<file path="src/rtl/bp_me_pkg.sv">
// Shared definitions for the mem NoC to DRAM bridge: header layout, opcodes, FSM states.
package bp_me_pkg;

  localparam int hdr_len_lsb_lp  = 8;
  localparam int hdr_op_lsb_lp   = 12;
  localparam int hdr_size_lsb_lp = 14;
  localparam int hdr_addr_lsb_lp = 18;
  localparam int hdr_src_lsb_lp  = 56;
  localparam int addr_width_lp   = 38;

  typedef enum logic [1:0] {
    e_op_rd = 2'b00,
    e_op_wr = 2'b01
  } bp_me_op_e;

  typedef enum logic [2:0] {
    e_hdr, e_wr, e_wr_ack, e_rd_hdr, e_rd, e_drop
  } bp_me_state_e;

  typedef struct packed {
    logic [7:0]               src;
    logic [addr_width_lp-1:0] addr;
    logic [3:0]               size;
    logic [1:0]               op;
    logic [3:0]               len;
    logic [7:0]               dest;
  } bp_me_hdr_s;

  // Response headers only carry routing, length and opcode; everything else is zero.
  function automatic bp_me_hdr_s resp_hdr(logic [7:0] dest, logic [3:0] len, bp_me_op_e op);
    bp_me_hdr_s h;
    h      = '0;
    h.dest = dest;
    h.len  = len;
    h.op   = op;
    return h;
  endfunction

endpackage

</file>
<file path="src/rtl/bp_mem_noc_dram_bridge_if.sv">
// Valid/ready data channel; master drives v/data, slave drives ready.
interface bp_mem_noc_dram_bridge_if #(parameter int width_p = 64);
  logic               v;
  logic [width_p-1:0] data;
  logic               ready;

  modport master (output v, data, input ready);
  modport slave  (input v, data, output ready);
endinterface

</file>
<file path="src/rtl/bsg_two_fifo.sv">
// Two-entry FIFO buffering DRAM read data ahead of the response link.
module bsg_two_fifo #(
  parameter int width_p = 64
) (
  input  logic                             clk_i,
  input  logic                             reset_i,
  bp_mem_noc_dram_bridge_if.slave          enq_i,
  bp_mem_noc_dram_bridge_if.master         deq_o,
  output logic [1:0]                       cnt_o
);

  logic [width_p-1:0] mem_q [2];
  logic               wptr_q, rptr_q;
  logic [1:0]         cnt_q;
  logic               enq_fire, deq_fire;

  assign enq_i.ready = (cnt_q != 2'd2);
  assign deq_o.v     = (cnt_q != 2'd0);
  assign deq_o.data  = mem_q[rptr_q];
  assign cnt_o       = cnt_q;
  assign enq_fire    = enq_i.v & enq_i.ready;
  assign deq_fire    = deq_o.v & deq_o.ready;

  always_ff @(posedge clk_i or posedge reset_i) begin
    if (reset_i) begin
      wptr_q <= 1'b0;
      rptr_q <= 1'b0;
      cnt_q  <= 2'd0;
    end else begin
      if (enq_fire) wptr_q <= ~wptr_q;
      if (deq_fire) rptr_q <= ~rptr_q;
      cnt_q <= cnt_q + {1'b0, enq_fire} - {1'b0, deq_fire};
    end
  end

  always_ff @(posedge clk_i) begin
    if (enq_fire) mem_q[wptr_q] <= enq_i.data;
  end

endmodule

</file>
<file path="src/rtl/bp_mem_noc_dram_bridge.sv">
// Terminates mem NoC command packets into DRAM beats and returns read data / write acks.
module bp_mem_noc_dram_bridge
  import bp_me_pkg::*;
#(
  parameter int flit_width_p      = 64,
  parameter int max_outstanding_p = 2
) (
  input  logic                    clk_i,
  input  logic                    async_reset_i,
  input  logic [flit_width_p+1:0] cmd_link_i,
  output logic [flit_width_p+1:0] cmd_link_o,
  output logic                    dram_v_o,
  input  logic                    dram_ready_i,
  output logic                    dram_w_o,
  output logic [37:0]             dram_addr_o,
  output logic [flit_width_p-1:0] dram_data_o,
  input  logic                    dram_data_v_i,
  input  logic [flit_width_p-1:0] dram_data_i,
  output logic                    dram_data_yumi_o
);

  localparam logic [7:0] max_os_lp = 8'(max_outstanding_p);

  logic                    in_v, in_rdy, out_v, out_rdy;
  logic [flit_width_p-1:0] in_data, out_data;
  logic [3:0]              in_len, in_size;
  logic [1:0]              in_op;
  logic [7:0]              in_src;
  logic [37:0]             in_addr;

  assign in_v    = cmd_link_i[flit_width_p+1];
  assign in_data = cmd_link_i[flit_width_p:1];
  assign out_rdy = cmd_link_i[0];
  // Readiness is forced low while reset is held since e_hdr would otherwise raise it.
  assign cmd_link_o = {out_v, out_data, in_rdy & ~async_reset_i};

  assign in_len  = in_data[hdr_len_lsb_lp  +: 4];
  assign in_op   = in_data[hdr_op_lsb_lp   +: 2];
  assign in_size = in_data[hdr_size_lsb_lp +: 4];
  assign in_addr = in_data[hdr_addr_lsb_lp +: addr_width_lp];
  assign in_src  = in_data[hdr_src_lsb_lp  +: 8];

  bp_me_state_e state_q, state_d;
  logic [37:0]  base_q, base_d;
  logic [3:0]   size_q, size_d, len_q, len_d;
  logic [7:0]   src_q, src_d, out_q, out_d;
  logic [4:0]   cnt_q, cnt_d, iss_q, iss_d, beats;
  logic [1:0]   occ;
  logic         issue;
  bp_me_hdr_s   resp;

  bp_mem_noc_dram_bridge_if #(.width_p(flit_width_p)) enq_if ();
  bp_mem_noc_dram_bridge_if #(.width_p(flit_width_p)) deq_if ();

  assign enq_if.v         = dram_data_v_i & (state_q == e_rd);
  assign enq_if.data      = dram_data_i;
  assign dram_data_yumi_o = enq_if.v & enq_if.ready;
  assign dram_data_o      = in_data;
  assign beats            = {1'b0, size_q} + 5'd1;

  bsg_two_fifo #(.width_p(flit_width_p)) rd_fifo (
    .clk_i   (clk_i),
    .reset_i (async_reset_i),
    .enq_i   (enq_if),
    .deq_o   (deq_if),
    .cnt_o   (occ)
  );

  always_comb begin
    state_d      = state_q;
    base_d       = base_q;
    size_d       = size_q;
    len_d        = len_q;
    src_d        = src_q;
    cnt_d        = cnt_q;
    iss_d        = iss_q;
    in_rdy       = 1'b0;
    out_v        = 1'b0;
    out_data     = '0;
    dram_v_o     = 1'b0;
    dram_w_o     = 1'b0;
    dram_addr_o  = base_q + {30'b0, cnt_q, 3'b0};
    deq_if.ready = 1'b0;
    issue        = 1'b0;
    resp         = '0;
    case (state_q)
      e_hdr: begin
        in_rdy = 1'b1;
        if (in_v) begin
          base_d = in_addr;
          size_d = in_size;
          len_d  = in_len;
          src_d  = in_src;
          cnt_d  = '0;
          iss_d  = '0;
          if (in_op[1])              state_d = (in_len != 4'd0) ? e_drop : e_hdr;
          else if (in_op == e_op_rd) state_d = e_rd_hdr;
          else                       state_d = (in_len != 4'd0) ? e_wr : e_wr_ack;
        end
      end
      e_wr: begin
        dram_v_o = in_v;
        in_rdy   = dram_ready_i;
        dram_w_o = 1'b1;
        if (in_v && dram_ready_i) begin
          cnt_d = cnt_q + 5'd1;
          if (cnt_q + 5'd1 == {1'b0, len_q}) state_d = e_wr_ack;
        end
      end
      e_wr_ack: begin
        resp          = resp_hdr(src_q, 4'd0, e_op_wr);
        out_v         = 1'b1;
        out_data[63:0] = resp;
        if (out_rdy) state_d = e_hdr;
      end
      e_rd_hdr: begin
        resp          = resp_hdr(src_q, size_q + 4'd1, e_op_rd);
        out_v         = 1'b1;
        out_data[63:0] = resp;
        if (out_rdy) state_d = e_rd;
      end
      e_rd: begin
        // Credit covers both beats in flight at DRAM and beats parked in the FIFO.
        dram_v_o     = (iss_q < beats) && ((out_q + {6'b0, occ}) < max_os_lp);
        dram_addr_o  = base_q + {30'b0, iss_q, 3'b0};
        issue        = dram_v_o & dram_ready_i;
        if (issue) iss_d = iss_q + 5'd1;
        out_v        = deq_if.v;
        out_data     = deq_if.data;
        deq_if.ready = out_rdy;
        if (deq_if.v && out_rdy) begin
          cnt_d = cnt_q + 5'd1;
          if (cnt_q + 5'd1 == beats) state_d = e_hdr;
        end
      end
      e_drop: begin
        in_rdy = 1'b1;
        if (in_v) begin
          cnt_d = cnt_q + 5'd1;
          if (cnt_q + 5'd1 == {1'b0, len_q}) state_d = e_hdr;
        end
      end
      default: state_d = e_hdr;
    endcase
    out_d = out_q + {7'b0, issue} - {7'b0, dram_data_yumi_o};
  end

  always_ff @(posedge clk_i or posedge async_reset_i) begin
    if (async_reset_i) begin
      state_q <= e_hdr;
      base_q  <= '0;
      size_q  <= '0;
      len_q   <= '0;
      src_q   <= '0;
      cnt_q   <= '0;
      iss_q   <= '0;
      out_q   <= '0;
    end else begin
      state_q <= state_d;
      base_q  <= base_d;
      size_q  <= size_d;
      len_q   <= len_d;
      src_q   <= src_d;
      cnt_q   <= cnt_d;
      iss_q   <= iss_d;
      out_q   <= out_d;
    end
  end

endmodule
</file>
<file path="config.mk">
export PLATFORM = sky130hd
export DESIGN_NAME = bp_mem_noc_dram_bridge
export DESIGN_NICKNAME = d
export VERILOG_FILES = /design/src/rtl/bp_me_pkg.sv /design/src/rtl/bp_mem_noc_dram_bridge_if.sv /design/src/rtl/bsg_two_fifo.sv /design/src/rtl/bp_mem_noc_dram_bridge.sv
export SDC_FILE = /design/constraint.sdc
export NUM_CORES = 1
export LEC_CHECK = 0
export CORE_MARGIN = 2
export CORE_UTILIZATION = 35
export DETAILED_ROUTE_END_ITERATION = 12
export PLACE_DENSITY = 0.64
export SYNTH_ARGS = -nofsm -noshare
export SYNTH_HDL_FRONTEND = slang
export SYNTH_SLANG_ARGS = --single-unit
</file>
<file path="constraint.sdc">
create_clock -name clk_i -period 5.62 [get_ports clk_i]
set_clock_uncertainty 0.2 [all_clocks]
set_input_delay 0.843 -clock clk_i [delete_from_list [all_inputs] [get_ports clk_i]]
set_output_delay 0.843 -clock clk_i [all_outputs]
set_load 0.01 [all_outputs]
</file>
======== Yosys cells after proc, flatten, opt, wreduce, memory -nomap -nowiden ========
Memories as Yosys holds them, arrays and structs flattened.
Cells that the tools add are included.
word-level totals
  register bits ........................... 79
  RAM bits ................................ 128
  input port bits ......................... 134
  output and inout bits ................... 171
  logic and storage cells ................. 97
  memories ................................ 1
cells by class
  add/subtract/negate cells ............... 11
  order comparisons ....................... 2
  eq/ne operators ......................... 18
  multiplexer cells ....................... 31
  bitwise gates (word level) .............. 8
  reductions and logical operators ........ 15
memories
  name           words  bits a word  rd ports  clocked after Yosys merged registers in  write ports  line                RTL
  rd_fifo.mem_q  2      64           1         0                                        1            bsg_two_fifo.sv:12  logic [width_p-1:0] mem_q [2];
operators with widths
  kind                                                         number
  case mux 64 bit (3 select lines)                             1
  adder 38 x 8 -> 38 bit                                       2
  two-way mux 38 bit                                           1
  two-way mux 3 bit                                            11
  two-way mux 5 bit                                            5
  case mux 5 bit (4 select lines)                              1
  case mux 3 bit (6 select lines)                              1
  != test 2 bit (second input constant)                        8
  adder 5 x 1 -> 5 bit (second input constant)                 2
  case mux 5 bit (2 select lines)                              1
  AND reduction 9 bit                                          1
  adder 8 x 1 -> 8 bit                                         1
  adder 8 x 2 -> 8 bit                                         1
  less-than comparator 8 x 2 -> 1 bit (second input constant)  1
  nonzero test 4 bit                                           2
  subtractor 8 x 1 -> 8 bit                                    1
  equality test 3 x 2 -> 1 bit (second input constant)         2
  equality test 3 bit (second input constant)                  2
  != test 2 x 1 -> 1 bit (second input constant)               3
  case mux 1 bit (2 select lines)                              3
  adder 4 x 1 -> 5 bit (second input constant)                 1
  AND 1 bit                                                    5
  equality test 5 x 4 -> 1 bit                                 1
  equality test 5 bit                                          1
  16 further kinds                                             27

======== Depth between registers and ports, before layout ========
Gate-level depths: netlist of run 1.
  depth in word-level cells ............... 7
  gate-level depth with buffers ........... 18
  mapped depth without buffers ............ 18

======== By module ========
From an unflattened synthesis of run 1, not the netlist that was laid out.
unflattened totals
  cell total of the unflattened synthesis .. 916
  area total of the unflattened synthesis .. 10626.4 um^2
modules (own cells, without submodules)
  module                  instances  cells an instance  area an instance (um^2)  sequential area each (um^2)
  bp_mem_noc_dram_bridge  1          699                5599.1                   1876.8
  bsg_two_fifo            1          217                5027.3                   3943.8

======== Worst setup path after synthesis of run 1 ========
OpenSTA, ideal clock, no wires.
  path type ............................... reg-to-reg
  start ................................... register state_q[2]
  end ..................................... memory rd_fifo.mem_q[0][0] (enable)
  setup time .............................. 0.486 ns
  arrival ................................. 3.680 ns
  slack ................................... 1.254 ns
  stages on the path, launching flop included .. 6
  buffers on the path ..................... 2
  period minus slack after synthesis ...... 4.366 ns
  path through ............................ dfrtp_1 > buf_4 > nor3b_2 > buf_2 > nand3_1 > nor2_1
between the ends
  longest elaborated chain between the ends .. 5
RTL lines
  element                                  line                           RTL
  start, declared                          bp_mem_noc_dram_bridge.sv:43   bp_me_state_e state_q, state_d;
  start signal, assigned                   bp_mem_noc_dram_bridge.sv:150  state_q <= e_hdr;
  start signal, assigned                   bp_mem_noc_dram_bridge.sv:159  state_q <= state_d;
  equality test 3 bit                      bp_mem_noc_dram_bridge.sv:55   assign enq_if.v = dram_data_v_i & (state_q == e_rd);
  AND 1 bit                                bp_mem_noc_dram_bridge.sv:55
  AND 1 bit                                bsg_two_fifo.sv:21             assign enq_fire = enq_i.v & enq_i.ready;
  two-way mux 1 bit                        bsg_two_fifo.sv:37             if (enq_fire) mem_q[wptr_q] <= enq_i.data;
  two-way mux 1 bit (not written as such)  bsg_two_fifo.sv:37
  end, declared                            bsg_two_fifo.sv:12
No other way between the ends.

======== Final worst setup path of run 1 ========
  start ................................... register state_q[0]
  end ..................................... output port dram_addr_o[37]
between the ends
  longest elaborated chain between the ends .. 2
RTL lines
  element              line                          RTL
  equality test 3 bit  bp_mem_noc_dram_bridge.sv:86  case (state_q)
  two-way mux 38 bit   bp_mem_noc_dram_bridge.sv:86
  end, declared        bp_mem_noc_dram_bridge.sv:15  output logic [37:0] dram_addr_o,
No other way between the ends.

==> summary.txt, run 1 <==
Synthesis
  • Syn Inst Count: between 900 and 1k
  • #FFs+latches synth: 207
  • Mapped Area: approximately 10000 um^2
  • Number of enable flip-flop cells after synthesis: roughly 130
  • Avg Cell Area, Syn: between 10 and 15 um^2
  • Yosys cell types: 50
  • Post-synth ARST share: 38.2%
  • Synth warnings: 0
  • Post-synthesis sequential area ratio: between 50% and 60%
  • Main flop type after synthesis: edfxtp_1
  • Syn Nets: approximately 1.1k

Detailed routing
  • Residual DRC: 0
  • Routed met2 length: between 10 and 15 mm
  • Highest metal used: met5
  • ANT nets after route: 0
  • Post-Route M1 WL: between 10 and 15 mm
  • Vias per cell: ~4.6
  • Drt pass-1 iters: 7
  • DR WL/cell: 16.5 um
  • Met3 routed wirelength: between 2 and 3 mm
  • DR iter-0 viols: about 320
  • Drt total wl: around 25 mm
  • Routed via count: ~7.1k

Place
  • DP HPWL: between 15 and 20 mm
  • Input/output buffers: 288
  • Post-DP Area: ~13000 um^2
  • Placed insts: ~1.5k
  • GPL Wtd Cong: approximately 0.84

Critical path
  • Worst Setup End Kind: primary output
  • Critical Path Source: state_q[0]$_DFFE_PP0P_
  • Crit path kind: reg -> out
  • Reg2reg path depth: 18
  • Setup crit end: dram_addr_o[37]
  • Critical path peak fanout: 13
  • Reg2reg end: out_q[6]$_DFF_PP0_
  • Crit start category: register
  • R2R Setup Slk: 1.47 ns
  • Crit Reg-Reg Startpoint: size_q[0]$_DFFE_PP0P_
  • Worst EP arrival: just over 4 ns
  • Worst path required time: 4.58 ns

Power and ir drop
  • PwrDens: slightly below 500 nW/um^2
  • Leakage power: approximately 0.0056 uW
  • VDD IR-drop max: 0.000282 V

Global route
  • Total GRT Usage: roughly 16%
  • Total gr overflow: 0
  • Initial antenna violation count: 1
  • Number of global-route vias before repair: roughly 7k
  • Global-route wire length before repair: between 30 and 40 mm
  • Pin count of the biggest net entering global routing: 66

Layout
  • Layout cells sized above 1: about 5.5%
  • Nets@finish: 1302
  • Commonest cells after routing, fill and taps aside: clkdlybuf4s50_1 (288), nand2_1 (214), edfxtp_1 (128), dfrtp_1 (78), nor2_1 (72)
  • Commonest non-fill, non-tap cell in the layout: clkdlybuf4s50_1
  • Cell Count, Final, Fillers Out: roughly 1.5k
  • Area grow syn2layout: 35.6%
  • Diode count: 0
  • # fillers: 2539
  • Final Instance Area: between 10000 and 15000 um^2

Clocking
  • Num CTS Buffers: 24
  • Clock Latency Late Sink: about 0.52 ns
  • Setup bufs post-CTS: 0
  • Resized cells post-CTS: 0
  • H-Tree Depth: 1
  • Worst-case clock buffer depth: 3
  • CTS tree: done
  • Clock sink count: 207
  • Root Driver: clkbuf_16
  • Clock-pin slew on the worst setup and hold paths: 0.06 ns
  • Post-cts hold buffer count: 0

Timing
  • Hold WS: about 0.28 ns
  • Total negative slack: 0 ns
  • Max-slew headroom: roughly a quarter
  • Setup violators final: 0
  • Final Hold Viols: 0
  • Tcrit/Tclk final: a little over 90%
  • Period minus WS final: just over 5 ns
  • RSZ-0062 raised after global routing: false
  • Slew Limit Fails: 0
  • Peak Freq: a little under 200 MHz
  • Worst-margin pin slew: around 1.1 ns

Floorplan
  • # rows: 62
  • Total Die Area: 30400 um^2
  • Die height: 174 um
  • Core area: 28600 um^2
  • Initial Util: about 35%
  • Die width: about 170 um
  • IO Pins: approximately 300

Run
  • Number of max-cap violations: 0

Outcome
  • Status: completed

Worst hold path
  • Min-delay worst type: reg -> reg
## metrics by stage
stage | utilization, % | power [uW] | setup WS (ns)
5_1_grt | 48.1 | 7240 | 0.159
2_1_floorplan | - | 4000 | 1.25
3_5_place_dp | 45.2 | 5220 | 1.01
3_3_place_gp | 45.2 | 5190 | 1.08
4_1_cts | 48.1 | 6880 | 0.442
6_report | 48.1 | 6780 | 0.457
## kinds of logic after synthesis
kind of cell,share of synthesized area (%)
AOI/OAI and AO/OA,3.87
xor gates and xnor gates,5.18
adders and majority gates,3.92
buffers and inverters,7.41
DFF,57.4
muxes,6.74
and+or+nand+nor,15.5
## layout make-up
class	instances	area (um^2)	area share (%)
Sequential cell	207	5820	42.3
Multi-Input combinational cell	585	3590	26.1
Timing Repair Buffer	297	2950	21.4
Clock buffer	30	654	4.75
Tap cell	384	480	3.49
Clock inverter	14	175	1.27
Inverter	23	87.6	0.636
## power breakdown
part	total [uW]	internal, uW	switching (uW)
logic	2720	1380	1340
registers	2440	2010	433
clock network	1620	1010	613
## how the worst min path moves through the flow
| stage | start | endpoint | slack, ns | depth (start not counted) |
|---|---|---|---|---|
| finish | src_q[5]$_DFFE_PP0P_ | src_q[5]$_DFFE_PP0P_ | 0.28 | 2 |
| global route | src_q[6]$_DFFE_PP0P_ | src_q[6]$_DFFE_PP0P_ | 0.31 | 2 |
| CTS | src_q[5]$_DFFE_PP0P_ | src_q[5]$_DFFE_PP0P_ | 0.28 | 2 |
| detailed placement | src_q[5]$_DFFE_PP0P_ | src_q[5]$_DFFE_PP0P_ | 0.26 | 2 |
| global placement | base_q[0]$_DFFE_PP0P_ | base_q[0]$_DFFE_PP0P_ | 0.26 | 2 |
| floorplan | src_q[0]$_DFFE_PP0P_ | src_q[0]$_DFFE_PP0P_ | 0.25 | 2 |
## synthesized netlist by cell type (3+ instances only)
cell type,instances,area [um^2]
nand2_1,215,807
edfxtp_1,128,3840
dfrtp_1,79,1980
nor2_1,73,274
buf_4,70,526
mux2i_1,65,651
xnor2_1,42,368
clkbuf_1,27,101
ha_1,27,338
o21ai_0,27,135
inv_1,23,86.3
nand3_1,19,95.1
xor2_1,18,158
nand4_1,10,62.6
a21oi_1,7,35.0
and3_1,7,43.8
buf_1,6,22.5
nor3_1,6,30.0
nor2_2,5,31.3
a31oi_1,4,25.0
and2_1,4,25.0
and4_1,4,35.0
nor2b_1,4,25.0
o211ai_1,4,30.0
o22ai_1,4,25.0
or4_1,4,30.0
a21o_1,3,22.5
fa_1,3,60.1
mux2_2,3,33.8
nor3b_1,3,22.5
nor4_1,3,18.8
## worst max-delay path, stage by stage, from the launching register on
cell	delay (ns)
dfrtp_1	0.51
nor2_1	0.35
nand2_2	0.15
nand2_1	0.09
nand2_1	0.06
ha_1	0.20
fa_1	0.41
a21o_1	0.18
a21oi_1	0.24
o21bai_1	0.25
nor3b_1	0.22
buf_4	0.15
nand4_1	0.11
xnor2_1	0.12
clkdlybuf4s50_1	0.55
## routing by layer
metal | GRT usage (%) | vias to the layer above
met5 | 0 | -
met1 | 19.7 | 3303
met4 | 3.96 | 2
met2 | 27.4 | 272
met3 | 6.50 | 37
li1 | - | 3520
## flip-flops by register name, summed over array words and instances (netlist names)
| register | flops |
|---|---|
| rd_fifo.mem_q | 128 |
| state_q | 3 |
| cnt_q | 5 |
| src_q | 8 |
| len_q | 4 |
| rd_fifo.cnt_o | 2 |
| iss_q | 5 |
| base_q | 38 |
| rd_fifo.rptr_q | 1 |
| out_q | 8 |
| rd_fifo.wptr_q | 1 |
| size_q | 4 |
Note: power is estimated with default switching activity, not from simulation.
==> run 2: changes to the inputs <==
Settings changed: SKIP_LAST_GASP set to 1.
==> results of run 2 <==
No change in the layout: final DEF, timing and power equal those of run 1.
==> run 3: changes to the inputs <==
Settings changed: PLACE_DENSITY 0.64 to 0.67.
Clock period 5.62 ns to 4.2 ns, I/O delays scaled along.
==> run 3 against run 2 <==
- die area did not move
- sequential power rose by 27%
- first-iteration DRC count increased by 9.3%
- global-route usage rose by 0.28 points
- critical path depth is 3 lower
- routed wire length up 1.0%
- non-clock buffer count up 14
- worst hold slack worse by 0.0034 ns
- clock-buffer cell count unchanged
- critical path type unchanged
- critical endpoint is now dram_addr_o[26]
- largest cell class unchanged
==> summary.txt, run 3 (synthesis results as in run 1) <==
Outcome
  • Status: completed

Detailed routing
  • Routed via count: about 7.3k
  • DR iter-0 viols: 352
  • DR WL/cell: between 15 and 20 um
  • Drt pass-1 iters: 4
  • Drt total wl: 25.7 mm
  • Residual DRC: 0
  • Vias per cell: 4.71
  • ANT nets after route: 0

Layout
  • Reg area: roughly 5800 um^2
  • Nets@finish: approximately 1.3k
  • Commonest cells after routing, fill and taps aside: clkdlybuf4s50_1 (268), nand2_1 (214), edfxtp_1 (128), dfrtp_1 (78), nor2_1 (71)
  • Commonest non-fill, non-tap cell in the layout: clkdlybuf4s50_1
  • Reg with most FFs: rd_fifo.mem_q
  • Max reg flops: between 100 and 150
  • Final Instance Area: 13900 um^2
  • Largest regs: rd_fifo.mem_q: 128 flops, base_q: 38 flops
  • # fillers: roughly 2.6k
  • Area grow syn2layout: 36.6%
  • Multi-input logic area: roughly 3700 um^2
  • Layout cells sized above 1: 7.61%

Critical path
  • R2R Setup Slk: about 0.39 ns
  • Critical path peak fanout: 12
  • Worst path required time: 3.37 ns
  • Most used cell, CP: nand2_1
  • Buf+Inv Stages, Crit Path: 2
  • Crit Reg-Reg Startpoint: out_q[0]$_DFF_PP0_
  • Critical-path top delay cell: or4b_4
  • Worst EP arrival: ~3.3 ns
  • Reg2reg path depth: 17
  • Crit start category: register
  • Reg2reg end: out_q[6]$_DFF_PP0_
  • Family with the most delay on the worst path: simple AND/OR/NAND/NOR gates
  • CP peak stage delay: approximately 0.55 ns
  • Critical-path cell list: buf_4 > nor2_2 > nand2_2 > nand2_1 > nand2_1 > ha_1 > a21oi_2 > o21ai_2 > or4b_4 > xnor2_1 > clkdlybuf4s50_1
  • Crit path kind: reg -> out
  • Worst Setup End Kind: primary output

Place
  • GPL Wtd Cong: slightly below 0.9
  • Input/output buffers: about 290
  • DP HPWL: roughly 18 mm
  • Post-DP Area: 13000 um^2

Worst hold path
  • Min-Delay Startpoint: base_q[0]$_DFFE_PP0P_
  • Hold Path Depth: 2
  • Min-delay worst type: reg -> reg
  • Hold Path End: base_q[0]$_DFFE_PP0P_

Clocking
  • Clock sink count: roughly 210
  • H-Tree Depth: 1
  • Worst-case clock buffer depth: 3
  • Root Driver: clkbuf_16
  • CTS tree: done
  • Post-cts hold buffer count: 0
  • Clock-pin slew on the worst setup and hold paths: 0.06 ns
  • Num CTS Buffers: 24
  • Clock Latency Late Sink: around 0.52 ns

Floorplan
  • # rows: 62
  • Die height: ~170 um
  • Die width: ~170 um
  • Core area: 28600 um^2
  • Total Die Area: a little over 30000 um^2
  • IO Pins: between 300 and 400
  • Initial Util: between 30 and 40%

Power and ir drop
  • Tot Pwr: between 9000 and 10000 uW
  • Leakage power: 0.00567 uW
  • PwrDens: 650 nW/um^2
  • VDD IR-drop max: between 0.0004 and 0.0005 V

Timing
  • Worst-margin pin slew: ~0.95 ns
  • Max-slew headroom: a little under two fifths
  • Slew Limit Fails: 0
  • Peak Freq: approximately 240 MHz
  • Hold WS: roughly 0.28 ns
  • Tcrit/Tclk final: 98.2%
  • RSZ-0062 raised after global routing: true
  • Setup violators final: 0
  • Final Hold Viols: 0
  • Period minus WS final: between 4 and 5 ns

Run
  • Number of max-cap violations: 0

Global route
  • Global-route wire length before repair: 40.2 mm
  • Number of global-route vias before repair: between 7k and 8k
  • Pin count of the biggest net entering global routing: 66
  • Total gr overflow: 0
  • Total GRT Usage: between 10% and 20%
  • Initial antenna violation count: 3
## run 3: changes by cell type in the layout (fill, tap and decap cells not counted), sizes merged
cell	delta
clkinv	+1
clkdlybuf4s15	+4
clkdlybuf4s50	-20
buf	+15
clkbuf	+2
bufinv	-2
dlymetal6s2s	+1
dlygate4sd2	+12
diode	+2
## run 3: per-stage QoR
stage	util, %	setup TNS (ns)	setup slack [ns]	instances
after detailed placement	45.6	0	0.0278	1507
final	48.4	0	0.0743	1555
after global placement	45.6	0	0.119	1507
after global routing	48.4	-0.215	-0.112	1554
after floorplan	-	0	0.520	920
after CTS	48.3	-0.220	-0.220	1552
## run 3: area by class of cell
cell class / count / area share [%]
well taps: 384 / 3.47
multi-input cells: 585 / 26.4
diodes: 2 / 0.0361
flip-flops and latches: 207 / 42.0
repair buffers: 311 / 22.0
inverters: 23 / 0.632
clock buffers: 30 / 4.65
clock inverters: 13 / 0.830
## run 3: worst max path at each step
stage	from	endpoint	slack, ns	cells after the start
floorplan	state_q[2]$_DFFE_PP0P_	dram_addr_o[37]	0.52	13
global placement	state_q[0]$_DFFE_PP0P_	dram_addr_o[37]	0.12	12
detailed placement	state_q[0]$_DFFE_PP0P_	dram_addr_o[31]	0.03	12
CTS	state_q[0]$_DFFE_PP0P_	dram_addr_o[31]	-0.22	14
global route	state_q[0]$_DFFE_PP0P_	dram_addr_o[26]	-0.11	11
finish	state_q[0]$_DFFE_PP0P_	dram_addr_o[26]	0.07	11
## run 3: timing repair
action	CTS	global route
cloned	0	0
buffers inserted	2	1
endpoints found under the setup margin	30	30
hold endpoints to repair	0	0
pin swaps	1	3
resized for setup	29	18
## run 3: report_power, final
part	internal, uW	switching (uW)
registers	2690	414
logic	1880	2000
clock network	1200	815
## run 3: worst min-delay path, cell delays in order (launching register included)
cell and delay, ns:
dfrtp_1 0.34, nand2_1 0.05, nand2_1 0.06
## run 3: routing by layer
metal | GRT usage [%] | vias up | wire length, um
met4 | 6.55 | 0 | 949
li1 | - | 3546 | -
met1 | 19.5 | 3420 | 10200
met3 | 5.73 | 44 | 2590
met2 | 28.0 | 318 | 12000
met5 | 0 | - | 0
